--- src/rtl/mem_port_arbiter.sv ---
// Two-requester arbiter (fetch and data stage) sharing one single-port memory with fixed latency.
// MEM has priority; a starvation counter forces an IF grant after STARVE consecutive MEM wins.
module mem_port_arbiter #(
  parameter int unsigned AW     = 32,
  parameter int unsigned DW     = 32,
  parameter int unsigned LAT    = 2,
  parameter int unsigned STARVE = 4
) (
  input  logic          clk_i,
  input  logic          rst_ni,
  input  logic          if_req_i,
  input  logic [AW-1:0] if_addr_i,
  output logic          if_ack_o,
  output logic [DW-1:0] if_rdata_o,
  input  logic          mem_req_i,
  input  logic          mem_we_i,
  input  logic [AW-1:0] mem_addr_i,
  input  logic [DW-1:0] mem_wdata_i,
  output logic          mem_ack_o,
  output logic [DW-1:0] mem_rdata_o,
  output logic          if_stall_o,
  output logic          mem_stall_o,
  output logic          m_en_o,
  output logic          m_we_o,
  output logic [AW-1:0] m_addr_o,
  output logic [DW-1:0] m_wdata_o,
  input  logic [DW-1:0] m_rdata_i
);

  localparam logic [1:0] StIdle = 2'd0;
  localparam logic [1:0] StBusy = 2'd1;
  localparam logic [1:0] StDone = 2'd2;

  localparam logic [3:0] CntInit   = 4'(LAT - 1);
  localparam logic [3:0] StarveMax = 4'(STARVE);

  logic [1:0]    state_q, state_d;
  logic [3:0]    cnt_q, cnt_d;
  logic [3:0]    starve_q, starve_d;
  logic          owner_mem_q, owner_mem_d;
  logic          we_q, we_d;
  logic [AW-1:0] addr_q, addr_d;
  logic [DW-1:0] wdata_q, wdata_d;
  logic [DW-1:0] if_rdata_q, if_rdata_d;
  logic [DW-1:0] mem_rdata_q, mem_rdata_d;
  logic          grant_if;

  always_comb begin
    state_d     = state_q;
    cnt_d       = cnt_q;
    starve_d    = starve_q;
    owner_mem_d = owner_mem_q;
    we_d        = we_q;
    addr_d      = addr_q;
    wdata_d     = wdata_q;
    if_rdata_d  = if_rdata_q;
    mem_rdata_d = mem_rdata_q;
    grant_if    = 1'b0;
    case (state_q)
      StIdle: begin
        if (if_req_i || mem_req_i) begin
          // IF only wins when MEM is absent or IF has waited out STARVE MEM grants.
          grant_if    = if_req_i && (!mem_req_i || (starve_q == StarveMax));
          state_d     = StBusy;
          cnt_d       = CntInit;
          owner_mem_d = !grant_if;
          if (grant_if) begin
            addr_d   = if_addr_i;
            wdata_d  = '0;
            we_d     = 1'b0;
            starve_d = '0;
          end else begin
            addr_d  = mem_addr_i;
            wdata_d = mem_wdata_i;
            we_d    = mem_we_i;
            if (if_req_i && (starve_q != StarveMax)) begin
              starve_d = starve_q + 4'd1;
            end
          end
        end
      end
      StBusy: begin
        if (cnt_q == 4'd0) begin
          state_d = StDone;
          if (!we_q) begin
            if (owner_mem_q) begin
              mem_rdata_d = m_rdata_i;
            end else begin
              if_rdata_d = m_rdata_i;
            end
          end
        end else begin
          cnt_d = cnt_q - 4'd1;
        end
      end
      StDone: state_d = StIdle;
      default: state_d = StIdle;
    endcase
  end

  always_ff @(posedge clk_i or negedge rst_ni) begin
    if (!rst_ni) begin
      state_q     <= StIdle;
      cnt_q       <= '0;
      starve_q    <= '0;
      owner_mem_q <= 1'b0;
      we_q        <= 1'b0;
      addr_q      <= '0;
      wdata_q     <= '0;
      if_rdata_q  <= '0;
      mem_rdata_q <= '0;
    end else begin
      state_q     <= state_d;
      cnt_q       <= cnt_d;
      starve_q    <= starve_d;
      owner_mem_q <= owner_mem_d;
      we_q        <= we_d;
      addr_q      <= addr_d;
      wdata_q     <= wdata_d;
      if_rdata_q  <= if_rdata_d;
      mem_rdata_q <= mem_rdata_d;
    end
  end

  // Strobes decode from state so an asynchronous reset drops them at once.
  always_comb begin
    m_en_o      = (state_q == StBusy);
    m_we_o      = (state_q == StBusy) && we_q;
    m_addr_o    = addr_q;
    m_wdata_o   = wdata_q;
    if_ack_o    = (state_q == StDone) && !owner_mem_q;
    mem_ack_o   = (state_q == StDone) && owner_mem_q;
    if_rdata_o  = if_rdata_q;
    mem_rdata_o = mem_rdata_q;
    if_stall_o  = if_req_i && !if_ack_o;
    mem_stall_o = mem_req_i && !mem_ack_o;
  end

endmodule

--- config.mk ---
export PLATFORM = sky130hd
export DESIGN_NAME = mem_port_arbiter
export DESIGN_NICKNAME = d
export VERILOG_FILES = /design/src/rtl/mem_port_arbiter.sv
export SDC_FILE = /design/constraint.sdc
export NUM_CORES = 1
export LEC_CHECK = 0
export BUFFER_PORTS_ARGS = -buffer_cell sky130_fd_sc_hd__buf_2
export CAP_MARGIN = 15
export CORE_UTILIZATION = 48
export DETAILED_ROUTE_END_ITERATION = 8
export MAX_ROUTING_LAYER = met4
export PLACE_DENSITY = 0.91
export REMOVE_ABC_BUFFERS = 1
export SYNTH_ARGS = -nofsm -noshare
export SYNTH_HDL_FRONTEND = slang
export SYNTH_SLANG_ARGS = --single-unit
--- constraint.sdc ---
create_clock -name clk_i -period 2.3 [get_ports clk_i]
set_input_delay 0.115 -clock clk_i [delete_from_list [all_inputs] [get_ports clk_i]]
set_output_delay 0.115 -clock clk_i [all_outputs]
set_load 0.02 [all_outputs]
==> metrics.txt <==
synthesized netlist cell count a little over 500; most frequent cells in the layout 265 x buf_2, 140 x dfrtp_1, 113 x dlygate4sd3_1, 68 x nand3_1, 39 x o21ai_0; crit-path max FO 16; vias in the first global route roughly 6400; Cell variety after synth 42; total core area 12700 sq um; Slew Viols, Final 0; IO Port Bufs 266; antenna violations before repair 1; Max IR drop VDD roughly 0.9 mV; Worst EP required approximately 2600 ps; Rows approximately 40; share of cells above drive strength 1 between 40 and 50%; yosys warns 0; DIE WIDTH approximately 120 um; EDFF count, synth 0; Initial DRC Count around 600; I/O pins between 200 and 300; largest net degree at the start of global routing between 50 and 60; Routed Wire Length around 22 mm; Sinks on Clock Net 140; CP startpoint cnt_q[0]; nets@finish between 1000 and 1500; Syn-to-layout area delta 51.8%; setup slack, reg-to-reg around 80 ps; GRT Total Usage between 30% and 40%; Post-Place Worst Slack -1.26 ps; Area after DPL about 7800 sq um; final setup fails 0; commonest non-fill, non-tap cell in the layout buf_2; CTS Buffer Depth 2; first-pass GRT wire length approximately 34 mm; setup TNS 0 ps; r2r startpoint cnt_q[0]; slew of the pin with the lowest slew margin 538 ps; RR Endpoint if_rdata_o[31]; Pwr per Cell Area 1370 nW/um^2; Worst EP arrival between 2000 and 2500 ps; Post-synth top flop dfrtp_1; RSZ-0062 raised after global routing no; Register Area approximately 3500 sq um; Syn Area/Cell about 12 sq um; Remaining DRCs 0; grt ovf 0; status finished clean; via count between 6000 and 7000; final hold vios 0; crit path kind reg2reg; fin util around three quarters; TritonCTS clock tree built; post-DP HPWL approximately 12 mm; Inserted Clock Buffers 17; Die Ht 116 um; die area ~13000 sq um; Max-Cap Viols 0; worst setup margin about 82 ps; Finished Cell Area between 9000 and 10000 sq um; worst-case clock skew approximately 15 ps; initial core utilization 49.3%; Synth Cell Area between 6000 and 7000 sq um; register area share after synthesis approximately 56%; hold slack 18.0 ps; clock-pin slew on the worst setup and hold paths 60 ps; fill cell count just over 800; vias per std cell around 5.8; Synth Register Bits between 100 and 150; Async SR Flop Fraction 100%; H-tree Lvls 4; Pre-antenna DRT Iters 5; clock root buffer clkbuf_16; CP Launch Type register; routability cong. 0.823; area of the multi-input gates between 2000 and 2500 sq um; clock network latency to the later pin of the worst-skew pair 410 ps; final period utilization around 96%; Worst Hold Class in2reg; leakage power about 4.6 nW; Worst setup EP type register; Final Critical Period between 2000 and 2500 ps; Worst Setup EP if_rdata_o[31]; antenna viol nets, final 0; drt wl/cell between 20 and 25 um; relative slew slack between 60% and 70%; FMAX 451 MHz; R2R depth 6
## critical path: stages, from the launching register on
cell     delay, ps
dfrtp_1        390
inv_1          110
ha_1           170
or3b_4         380
or4_4          490
buf_12         200
mux2_1         330
## cells in the mapped netlist (4+ instances only)
cell type / n / area [sq um]
o21ai_0: 39 / 195
mux2_4: 30 / 450
o2111ai_1: 32 / 280
inv_1: 5 / 18.8
nand2_1: 4 / 15.0
dfrtp_1: 140 / 3500
clkbuf_1: 43 / 161
mux2_2: 32 / 360
nor2_1: 4 / 15.0
o2bb2ai_1: 34 / 298
nand4_1: 33 / 206
ha_1: 4 / 50.1
nand3_1: 68 / 340
## registers in the layout, summed over array words and instances, names as in the netlist
register,count
we_q,1
mem_rdata_o,32
cnt_q,4
starve_q,4
if_rdata_o,32
m_addr_o,32
state_q,2
m_wdata_o,32
owner_mem_q,1
## per-layer routing
metal	GRT usage, %	vias up	part of all wire, %
li1	-	2690	-
met1	37.5	2979	38
met2	58.0	364	52
met3	7.32	93	6.2
met4	18.1	0	4.3
met5	-	-	0
## area by class of cell
type / count / area share (%)
sequential: 140 / 37.0
timing repair buffer: 401 / 28.7
multi-input combinational: 312 / 26.2
clock buffer: 18 / 4.53
tap: 172 / 2.27
clock inverter: 11 / 1.06
inverter: 7 / 0.277
antenna: 1 / 0.0264
## how the worst min path moves through the flow
stage                   from         endpoint  slack (ps)  cells past startpoint
5_1_grt        if_addr_i[31]     m_addr_o[31]          10                      3
3_3_place_gp          rst_ni  mem_rdata_o[26]         110                      1
2_1_floorplan         rst_ni         cnt_q[0]        -180                      0
4_1_cts        if_addr_i[31]     m_addr_o[31]           3                      3
6_report        if_addr_i[5]      m_addr_o[5]          20                      3
3_5_place_dp          rst_ni  mem_rdata_o[26]         110                      1
## timing repair
| item | CTS | global route |
|---|---|---|
| hold buffers | 113 | 0 |
| gates resized for setup | 1 | 4 |
| gates cloned | 1 | 0 |
| endpoints found under the hold margin | 185 | 0 |
| setup endpoints to repair | 32 | 17 |
| setup buffers | 0 | 0 |
## power by group
part | switching, mW | total [mW] | internal (mW)
Clock | 1.05 | 2.51 | 1.47
Sequential | 0.727 | 4.39 | 3.66
Combinational | 3.66 | 6.09 | 2.43
Total | 5.43 | 13.0 | 7.56
## stage by stage
stage	std cells	total power, mW
after detailed placement	918	10.0
after global placement	918	9.77
after floorplan	459	7.73
after global routing	1062	13.7
after CTS	1061	12.8
final	1062	13.0
## kinds of logic after synthesis
family	Yosys count	synth area share (%)
buffers and inverters	60	4.57
AOI/OAI and AO/OA	112	13.2
DFF	140	56.1
adders and majority gates	4	0.801
muxes	65	13.5
and+or+nand+nor	131	11.9
No activity file was read; power rests on OpenSTA's default activity.
